===== src/rtl/bcd_pkg.sv =====
// Shared types and BCD helpers for the four-digit up/down counter.
package bcd_pkg;

    localparam int BCD_MAX = 9999;
    localparam int DIGITS  = 4;
    localparam int BCD_W   = 4 * DIGITS;

    typedef logic [3:0] nibble_t;

    typedef enum logic [1:0] {
        IDLE  = 2'd0,
        SHIFT = 2'd1,
        DONE  = 2'd2
    } conv_state_e;

    // Ripple increment/decrement across digits; each digit wraps 9<->0 and passes a carry/borrow on.
    function automatic logic [BCD_W-1:0] bcd_step(input logic [BCD_W-1:0] v, input logic up);
        logic [BCD_W-1:0] r;
        logic             c;
        nibble_t          d;
        r = v;
        c = 1'b1;
        for (int i = 0; i < DIGITS; i++) begin
            d = v[4*i +: 4];
            if (c) begin
                if (up) begin
                    if (d == 4'd9) begin
                        r[4*i +: 4] = 4'd0;
                    end else begin
                        r[4*i +: 4] = d + 4'd1;
                        c           = 1'b0;
                    end
                end else begin
                    if (d == 4'd0) begin
                        r[4*i +: 4] = 4'd9;
                    end else begin
                        r[4*i +: 4] = d - 4'd1;
                        c           = 1'b0;
                    end
                end
            end
        end
        return r;
    endfunction

    function automatic logic bcd_at_limit(input logic [BCD_W-1:0] v, input logic up);
        return up ? (v == 16'h9999) : (v == 16'h0000);
    endfunction

endpackage


===== src/rtl/bcd_counter_9999_if.sv =====
// Control and digit bus between the counter and its driver / display stage.
interface bcd_counter_9999_if #(
    parameter int LOAD_W = 14
);
    import bcd_pkg::*;

    logic              en;
    logic              up_dn;
    logic              load;
    logic [LOAD_W-1:0] load_val;
    nibble_t           bcd0;
    nibble_t           bcd1;
    nibble_t           bcd2;
    nibble_t           bcd3;
    logic              busy;
    logic              wrap;

    modport master (
        output en, up_dn, load, load_val,
        input  bcd0, bcd1, bcd2, bcd3, busy, wrap
    );

    modport slave (
        input  en, up_dn, load, load_val,
        output bcd0, bcd1, bcd2, bcd3, busy, wrap
    );

endinterface


===== src/rtl/bin2bcd_seq.sv =====
// Sequential double-dabble converter, one bit per cycle.
// IDLE: wait for start | SHIFT: add-3 then shift, BIN_W cycles | DONE: bcd_out valid, one cycle
module bin2bcd_seq
    import bcd_pkg::*;
#(
    parameter int BIN_W = 14
) (
    input  logic             clk,
    input  logic             rst_n,
    input  logic             start,
    input  logic [BIN_W-1:0] bin_in,
    output logic             busy,
    output logic             done,
    output logic [BCD_W-1:0] bcd_out
);

    localparam int CNT_W = $clog2(BIN_W + 1);

    conv_state_e      state_q, state_d;
    logic [CNT_W-1:0] cnt_q, cnt_d;
    logic [BIN_W-1:0] bin_q, bin_d;
    logic [BCD_W-1:0] scr_q, scr_d, scr_adj;
    logic             cnt_tc;

    assign cnt_tc = (cnt_q == '0);

    always_ff @(posedge clk or negedge rst_n) begin
        if (!rst_n) begin
            state_q <= IDLE;
        end else begin
            state_q <= state_d;
        end
    end

    always_comb begin
        state_d = state_q;
        case (state_q)
            IDLE:    if (start)  state_d = SHIFT;
            SHIFT:   if (cnt_tc) state_d = DONE;
            DONE:    state_d = IDLE;
            default: state_d = IDLE;
        endcase
    end

    always_comb begin
        busy = (state_q != IDLE);
        done = (state_q == DONE);
    end

    always_comb begin
        scr_adj = scr_q;
        for (int i = 0; i < DIGITS; i++) begin
            if (scr_q[4*i +: 4] >= 4'd5) begin
                scr_adj[4*i +: 4] = scr_q[4*i +: 4] + 4'd3;
            end
        end
    end

    always_comb begin
        cnt_d = cnt_q;
        bin_d = bin_q;
        scr_d = scr_q;
        case (state_q)
            IDLE: begin
                if (start) begin
                    bin_d = bin_in;
                    scr_d = '0;
                    cnt_d = CNT_W'(BIN_W - 1);
                end
            end
            SHIFT: begin
                scr_d = {scr_adj[BCD_W-2:0], bin_q[BIN_W-1]};
                bin_d = {bin_q[BIN_W-2:0], 1'b0};
                if (!cnt_tc) cnt_d = cnt_q - CNT_W'(1);
            end
            default: ;
        endcase
    end

    always_ff @(posedge clk or negedge rst_n) begin
        if (!rst_n) begin
            cnt_q <= '0;
            bin_q <= '0;
            scr_q <= '0;
        end else begin
            cnt_q <= cnt_d;
            bin_q <= bin_d;
            scr_q <= scr_d;
        end
    end

    assign bcd_out = scr_q;

endmodule


===== src/rtl/bcd_counter_9999.sv =====
// Four-digit BCD up/down counter with prescaled stepping and a binary load
// path through the sequential converter.
module bcd_counter_9999
    import bcd_pkg::*;
#(
    parameter int TICK_DIV = 5_000_000,
    parameter int LOAD_W   = 14
) (
    input  logic               clk,
    input  logic               rst_n,
    bcd_counter_9999_if.slave  bus
);

    localparam int PRE_W = $clog2(TICK_DIV);

    logic [PRE_W-1:0]  pre_q, pre_d;
    logic              tick;
    logic              step;
    logic [BCD_W-1:0]  digits_q, digits_d;
    logic              wrap_q, wrap_d;
    logic [LOAD_W-1:0] load_sat;
    logic              conv_start, conv_busy, conv_done;
    logic [BCD_W-1:0]  conv_bcd;

    assign tick  = (pre_q == PRE_W'(TICK_DIV - 1));
    assign pre_d = tick ? '0 : pre_q + PRE_W'(1);

    assign load_sat   = (32'(bus.load_val) > 32'(BCD_MAX)) ? LOAD_W'(BCD_MAX) : bus.load_val;
    assign conv_start = bus.load & ~conv_busy;

    // A load in the tick cycle takes priority, so that tick is lost rather than deferred.
    assign step = tick & bus.en & ~conv_busy & ~bus.load;

    bin2bcd_seq #(
        .BIN_W (LOAD_W)
    ) u_conv (
        .clk     (clk),
        .rst_n   (rst_n),
        .start   (conv_start),
        .bin_in  (load_sat),
        .busy    (conv_busy),
        .done    (conv_done),
        .bcd_out (conv_bcd)
    );

    always_comb begin
        digits_d = digits_q;
        wrap_d   = 1'b0;
        if (conv_done) begin
            digits_d = conv_bcd;
        end else if (step) begin
            digits_d = bcd_step(digits_q, bus.up_dn);
            wrap_d   = bcd_at_limit(digits_q, bus.up_dn);
        end
    end

    always_ff @(posedge clk or negedge rst_n) begin
        if (!rst_n) begin
            pre_q    <= '0;
            digits_q <= '0;
            wrap_q   <= 1'b0;
        end else begin
            pre_q    <= pre_d;
            digits_q <= digits_d;
            wrap_q   <= wrap_d;
        end
    end

    assign bus.bcd0 = digits_q[3:0];
    assign bus.bcd1 = digits_q[7:4];
    assign bus.bcd2 = digits_q[11:8];
    assign bus.bcd3 = digits_q[15:12];
    assign bus.busy = conv_busy;
    assign bus.wrap = wrap_q;

endmodule


===== src/flat_wrapper.sv =====
// flat-port wrapper written by rule: the top's interface ports become plain ports
module bcd_counter_9999_flat import bcd_pkg::*;
#(
    parameter int TICK_DIV = 5_000_000,
    parameter int LOAD_W   = 14
)
  (clk, rst_n, bus_en, bus_up_dn, bus_load, bus_load_val, bus_bcd0, bus_bcd1, bus_bcd2, bus_bcd3, bus_busy, bus_wrap);
  bcd_counter_9999_if #(.LOAD_W(LOAD_W)) bus_i ();
  input  logic clk;
  input  logic rst_n;
  input wire logic [$bits(bus_i.en)-1:0] bus_en;
  input wire logic [$bits(bus_i.up_dn)-1:0] bus_up_dn;
  input wire logic [$bits(bus_i.load)-1:0] bus_load;
  input wire logic [$bits(bus_i.load_val)-1:0] bus_load_val;
  output wire logic [$bits(bus_i.bcd0)-1:0] bus_bcd0;
  output wire logic [$bits(bus_i.bcd1)-1:0] bus_bcd1;
  output wire logic [$bits(bus_i.bcd2)-1:0] bus_bcd2;
  output wire logic [$bits(bus_i.bcd3)-1:0] bus_bcd3;
  output wire logic [$bits(bus_i.busy)-1:0] bus_busy;
  output wire logic [$bits(bus_i.wrap)-1:0] bus_wrap;
  assign bus_i.en = bus_en;
  assign bus_i.up_dn = bus_up_dn;
  assign bus_i.load = bus_load;
  assign bus_i.load_val = bus_load_val;
  assign bus_bcd0 = bus_i.bcd0;
  assign bus_bcd1 = bus_i.bcd1;
  assign bus_bcd2 = bus_i.bcd2;
  assign bus_bcd3 = bus_i.bcd3;
  assign bus_busy = bus_i.busy;
  assign bus_wrap = bus_i.wrap;
  bcd_counter_9999 #(.TICK_DIV(TICK_DIV), .LOAD_W(LOAD_W)) u_core (.clk(clk), .rst_n(rst_n), .bus(bus_i));
endmodule

===== config.mk =====
export PLATFORM = sky130hd
export DESIGN_NAME = bcd_counter_9999_flat
export DESIGN_NICKNAME = d
export VERILOG_FILES = /design/src/rtl/bcd_pkg.sv /design/src/rtl/bcd_counter_9999_if.sv /design/src/rtl/bin2bcd_seq.sv /design/src/rtl/bcd_counter_9999.sv /design/src/flat_wrapper.sv
export SDC_FILE = /design/constraint.sdc
export NUM_CORES = 1
export LEC_CHECK = 0
export CAP_MARGIN = 20
export CORE_MARGIN = 2
export CORE_UTILIZATION = 55
export CTS_CLUSTER_DIAMETER = 120
export DETAILED_ROUTE_END_ITERATION = 12
export PLACE_DENSITY_LB_ADDON = 0.12
export SLEW_MARGIN = 30
export SYNTH_ARGS = -nofsm -noshare
export SYNTH_HDL_FRONTEND = slang
export SYNTH_SLANG_ARGS = --single-unit

===== constraint.sdc =====
create_clock -name clk -period 4.7 [get_ports clk]
set_clock_uncertainty 0.15 [all_clocks]
set_input_delay 0.94 -clock clk [delete_from_list [all_inputs] [get_ports clk]]
set_output_delay 0.94 -clock clk [all_outputs]
set_load 0.005 [all_outputs]

==> results of run 1 <==
[final timing paths]
path	start	end	slack, ns
worst max register to register	u_core.pre_q[0]	u_core.digits_q[13]	2.28
worst max-delay path	bus_up_dn	u_core.digits_q[13]	1.71
worst min register to register	u_core.u_conv.bin_q[8]	u_core.u_conv.bin_q[8]	0.32
min in group asynchronous	rst_n	u_core.pre_q[9]	0.45
worst min-delay path	u_core.u_conv.bin_q[8]	u_core.u_conv.bin_q[8]	0.32
max in group asynchronous	rst_n	u_core.digits_q[13]	3.47
[per-stage QoR]
step           instance area (um^2)  hold WS [ns]  power [uW]
3_5_place_dp                   4989        0.3008        2203
3_3_place_gp                   4989        0.2957        2151
5_1_grt                        5210        0.3373        2957
6_report                       5210        0.3159        2729
2_1_floorplan                  4604        0.2834        1838
4_1_cts                        5206        0.3181        2755
[cells in the final DEF, fill, tap and decap left out, types with 16 or more instances in the layout]
cell | Yosys | final
nor3_1 | 16 | 16
clkdlybuf4s50_1 | 0 | 35
dfrtp_1 | 76 | 76
nand2_1 | 54 | 54
nand3_1 | 24 | 24
a21oi_1 | 27 | 27
inv_1 | 24 | 24
xnor2_1 | 25 | 25
nor2_1 | 42 | 42
o21ai_0 | 48 | 48
[registers in the layout (all words and copies together) (netlist names)]
signal and flops:
u_core.bus.wrap 1, u_core.digits_q 16, u_core.pre_q 23, u_core.u_conv.bcd_out 16, u_core.u_conv.bin_q 14, u_core.u_conv.cnt_q 4
u_core.u_conv.state_q 2
[cells by family after synthesis]
logic type,Yosys count,share of synthesized area (%)
and+or+nand+nor,207,24.48
AOI/OAI and AO/OA,128,17.61
adders and majority gates,10,2.717
muxes,11,2.446
buffers and inverters,58,4.973
xor gates and xnor gates,34,6.467
DFF,76,41.30
[power breakdown]
group | internal (uW) | switching (uW)
sequential | 838 | 298
combinational | 526 | 523
clock | 313 | 231
total | 1680 | 1050
[per-layer routing]
metal / share of wire (%) / vias up / global-route usage (%) / wire length (um)
li1: - / 1892 / - / -
met1: 44 / 1831 / 30.92 / 4325
met2: 51 / 77 / 38.32 / 4979
met3: 3.5 / 12 / 3.874 / 345
met4: 1.5 / 0 / 9.286 / 145
met5: 0 / - / 0 / 0
[critical path: cells and delay by family]
kind / cells / cell delay (ns)
AO/OA/AOI/OAI: 2 / 0.55
buffers and inverters: 2 / 1.01
multiplexers: 1 / 0.36
AND/OR/NAND/NOR: 1 / 0.21
[area by class of cell]
cell class                      count  area, um^2  area share (%)
Clock buffer                       12       145.1           2.786
Multi-Input combinational cell    390        2477           47.55
Sequential cell                    76        1902           36.50
Inverter                           24       90.09           1.729
Timing Repair Buffer               40       391.6           7.517
Clock inverter                      4       72.57           1.393
Tap cell                          105       131.4           2.522
==> impl_metrics.ini, run 1 <==
[worst_setup_path]
slowest_stage = clkdlybuf4s50_1
worst-path-max-fanout = 39
cp-start-kind = input pin
cp_cell_sequence = clkdlybuf4s50_1 > buf_4 > and3_1 > o21ai_0 > o31ai_4 > mux2_1
crit_required_ns = 4.78
worstPathArrival_ns = 3.07
worst_path_largest_cell_delay_ns = 0.61
reg2regPathDepth = 6
end_kind = flip-flop
critPathKind = in -> reg

[drt]
viasPerCell = 5.856
drc_errors = 0
wire_per_inst_um = 15.05
drt_iter0_markers = 279
vias = 3812
drt_wl_total_mm = 9.795
ant_nets = 0
first_pass_iters = 5

[cells_and_area]
nFillCells = 698
area_growth_pct = 13.15
utilization_pct = 63.73
fin_nets = 570
layout-drive-gt1-share_pct = 5.861
diodes = 0
final_cells = 651

[placement]
place.gp.congestion = 0.8472
hpwl_mm = 6.924
numPortBuffers = 36
placed_cells = 635
pre_cts_ws_ns = 1.352

[logic_synthesis]
netlist_area_mm2 = 0.004604
async_reset_ff_share_pct = 100.0
yosysSeqAreaShare_pct = 41.30
synth_cells = 524
synth-main-ff-cell = dfrtp_1
synth_seq_cells = 76
syn_area_per_cell_um2 = 8.787
yosysWarnings = 0
synth_area_leaders = dfrtp_1 (41%), o21ai_0 (5.2%), xnor2_1 (4.8%)
synth_common_cells = dfrtp_1 (76), nand2_1 (54), o21ai_0 (48)
yosys.cell_types.count = 62
yosysMostFrequentCell = dfrtp_1
syn-num-nets = 553
synth_top_area_share_pct = 41.30
yosysTopAreaCell = dfrtp_1
synth_edf_count = 0

[pwr]
leakagePower_uw = 0.002146
peakVddDrop_v = 0.0003479
p_per_area_mw_per_mm2 = 523.8

[clock_network]
clkTransAtPathRegs_ns = 0.07
cts_tree = yes
insertion_delay_ns = 0.35
clockRootBuffer = clkbuf_8
cts_buffers = 9
cts_hold_buf = 0
cts.htree.levels = 3
cts_max_path_buffers = 2
cts_resized = 0
cts_setup_buffers = 0
clkSinkCount = 76

[sta]
fmax_ghz = 0.3342
setup_tns_ns = 0
slew_headroom_pct = 48.60
worst-slew-pin-transition_ns = 0.7682
layout_min_cycle_time_ns = 2.992
timing.final.ws_setup_ns = 1.708
drv_slew = 0
rsz0062_at_grt = no
period_share_pct = 63.66
finalSetupViolCount = 0
report.final.hold_viol_count = 0

[hold_path]
min_path_type = reg -> reg
holdPathStages = 2

[grt]
grt_max_degree = 77
grt_pass1_wl_mm = 16.66
overflow = 0
grt_pass1_vias = 3606
antenna_found_initial = 0
grtUsageTotal_pct = 23.33

[job]
drv_cap = 0

[floorplanning]
die-height_um = 95.50
rows = 33
start_util_pct = 56.32
io_pins = 37
fp.dieArea_mm2 = 0.009119
core_area_mm2 = 0.008175
chipWidth_um = 95.50

[outcome]
status = finished clean
No activity file was read; power rests on OpenSTA's default activity.
==> inputs of run 2 (changes only) <==
--- a/config.mk
+++ b/config.mk
@@ -7,7 +7,7 @@
 export LEC_CHECK = 0
 export CAP_MARGIN = 20
 export CORE_MARGIN = 2
-export CORE_UTILIZATION = 55
+export CORE_UTILIZATION = 53
 export CTS_CLUSTER_DIAMETER = 120
 export DETAILED_ROUTE_END_ITERATION = 12
 export PLACE_DENSITY_LB_ADDON = 0.12
==> constraint.sdc (replaced) <==
create_clock -name clk -period 2.47 [get_ports clk]
set_clock_uncertainty 0.15 [all_clocks]
set_input_delay 0.494 -clock clk [delete_from_list [all_inputs] [get_ports clk]]
set_output_delay 0.494 -clock clk [all_outputs]
set_load 0.005 [all_outputs]
==> run 2 against run 1 <==
Net effect:
- the flow now finishes with violations (negative hold slack)
- via count grew 2.4%
- final cell count grew 4.0%
- die area grew 3.6%
- sequential power grew 80%
- clock power grew 79%
- non-clock buffer count grew 23
- clock-buffer cell count grew 1
- sequential cell count is the same
- critical path type unchanged
==> impl_metrics.ini, run 2 (synthesized netlist as in run 1, its figures left out) <==
[grt]
grtUsageTotal_pct = 21.56
antenna_found_initial = 0
overflow = 0
grt_pass1_vias = 3680
grt_pass1_wl_mm = 16.91
grt_max_degree = 77

[cells_and_area]
nFillCells = 716
largest_register = u_core.pre_q
diodes = 0
mostFrequentLayoutCells = dfrtp_1 (76), nand2_1 (54), o21ai_0 (48)
layout-drive-gt1-share_pct = 9.666
largest_reg_flops = 23
fin_area_mm2 = 0.005393
final_common_cell = dfrtp_1
fin_nets = 593
area_growth_pct = 17.12

[worst_setup_path]
crit_required_ns = 2.54
timing.rr.start = u_core.pre_q[0]
slowest_stage = clkdlybuf4s50_1
cp_cell_sequence = clkdlybuf4s50_1 > or3_4 > a21boi_0 > nand2_1 > o31ai_4 > mux2_1
worst_path_largest_cell_delay_ns = 0.42
worst-path-max-fanout = 3
critPathKind = in -> reg
crit_path_start = bus_up_dn
end_kind = flip-flop
cp-start-kind = input pin
worstPathArrival_ns = 2.43

[sta]
whs_ns = -0.01857
slew_headroom_pct = 51.08
drv_slew = 0
report.final.hold_viol_count = 11
worst-slew-pin-transition_ns = 0.7339
period_share_pct = 95.32
fmax_ghz = 0.4248
finalSetupViolCount = 0
rsz0062_at_grt = no
layout_min_cycle_time_ns = 2.354

[outcome]
status = finished, violations left
violations = negative hold slack

[clock_network]
cts_resized = 0
clkTransAtPathRegs_ns = 0.08
clockRootBuffer = clkbuf_8
cts_setup_buffers = 0
cts.htree.levels = 3
insertion_delay_ns = 0.34
cts_hold_buf = 0
cts_buffers = 9
cts_max_path_buffers = 2
clkSinkCount = 76
cts_tree = yes

[pwr]
peakVddDrop_v = 0.0004630
p_per_area_mw_per_mm2 = 967.7
leakagePower_uw = 0.002263

[floorplanning]
fp.dieArea_mm2 = 0.009449
die-height_um = 97.21
start_util_pct = 53.85
io_pins = 37
rows = 34
core_area_mm2 = 0.008551
chipWidth_um = 97.21

[placement]
numPortBuffers = 36
place.gp.congestion = 0.8479
hpwl_mm = 6.946
placedInstanceArea_mm2 = 0.005190

[drt]
drt_iter0_markers = 246
wire_per_inst_um = 14.49
viasPerCell = 5.768
vias = 3905
drc_errors = 0
ant_nets = 0
first_pass_iters = 4
drt_wl_total_mm = 9.812

[job]
drv_cap = 0

[hold_path]
min_path_type = in -> async
[run 2: power by group]
| group | internal (uW) | total, uW | leakage (uW) | switching [uW] |
|---|---|---|---|---|
| Clock | 526 | 972 | 0.000104 | 447 |
| Sequential | 1600 | 2050 | 0.000980 | 457 |
| Combinational | 1080 | 2190 | 0.00118 | 1110 |
[run 2: area by class of cell]
type / count / area, um^2 / area share [%]
clock buffers: 13 / 158.9 / 2.947
clock inverters: 3 / 43.79 / 0.8121
inverters: 24 / 90.09 / 1.671
multi-input cells: 390 / 2477 / 45.94
flip-flops and latches: 76 / 1902 / 35.27
well taps: 108 / 135.1 / 2.506
repair buffers: 63 / 585.6 / 10.86
[run 2: final timing paths]
| check | to | slack [ns] | depth (start not counted) |
|---|---|---|---|
| setup / recovery | u_core.digits_q[13] | 0.12 | 6 |
| hold / removal | u_core.pre_q[0] | -0.02 | 2 |
| setup reg to reg | u_core.digits_q[8] | 0.28 | 8 |
| hold reg to reg | u_core.pre_q[4] | 0.32 | 1 |
| max in group asynchronous | u_core.digits_q[4] | 1.83 | 2 |
| min in group clk | u_core.pre_q[4] | 0.32 | 1 |
[run 2: per-layer routing]
metal	GRT usage (%)	wire length [um]	part of all wire, %	vias to the layer above
li1	-	-	-	1943
met1	28.43	4472	46	1873
met2	36.38	4794	49	76
met3	3.813	402	4.1	13
met4	6.717	143	1.5	0
met5	0	0	0	-
[run 2: metrics by stage]
step	std cells	setup TNS, ns	setup WS [ns]	total power [uW]	utilization, %
3_5_place_dp	661	-2.084	-0.2167	4270	60.70
6_report	677	0	0.1157	5218	63.07
2_1_floorplan	524	0	0.2346	3498	-
4_1_cts	677	0	0.1496	5251	63.07
5_1_grt	677	0	0.009028	5640	63.07
3_3_place_gp	661	-1.274	-0.1629	4183	60.70
[run 2: critical path, delay by kind of cell]
family	cells	cell delay, ns
and+or+nand+nor	2	0.56
buffers and inverters	1	0.42
muxes	1	0.36
AOI/OAI and AO/OA	2	0.59
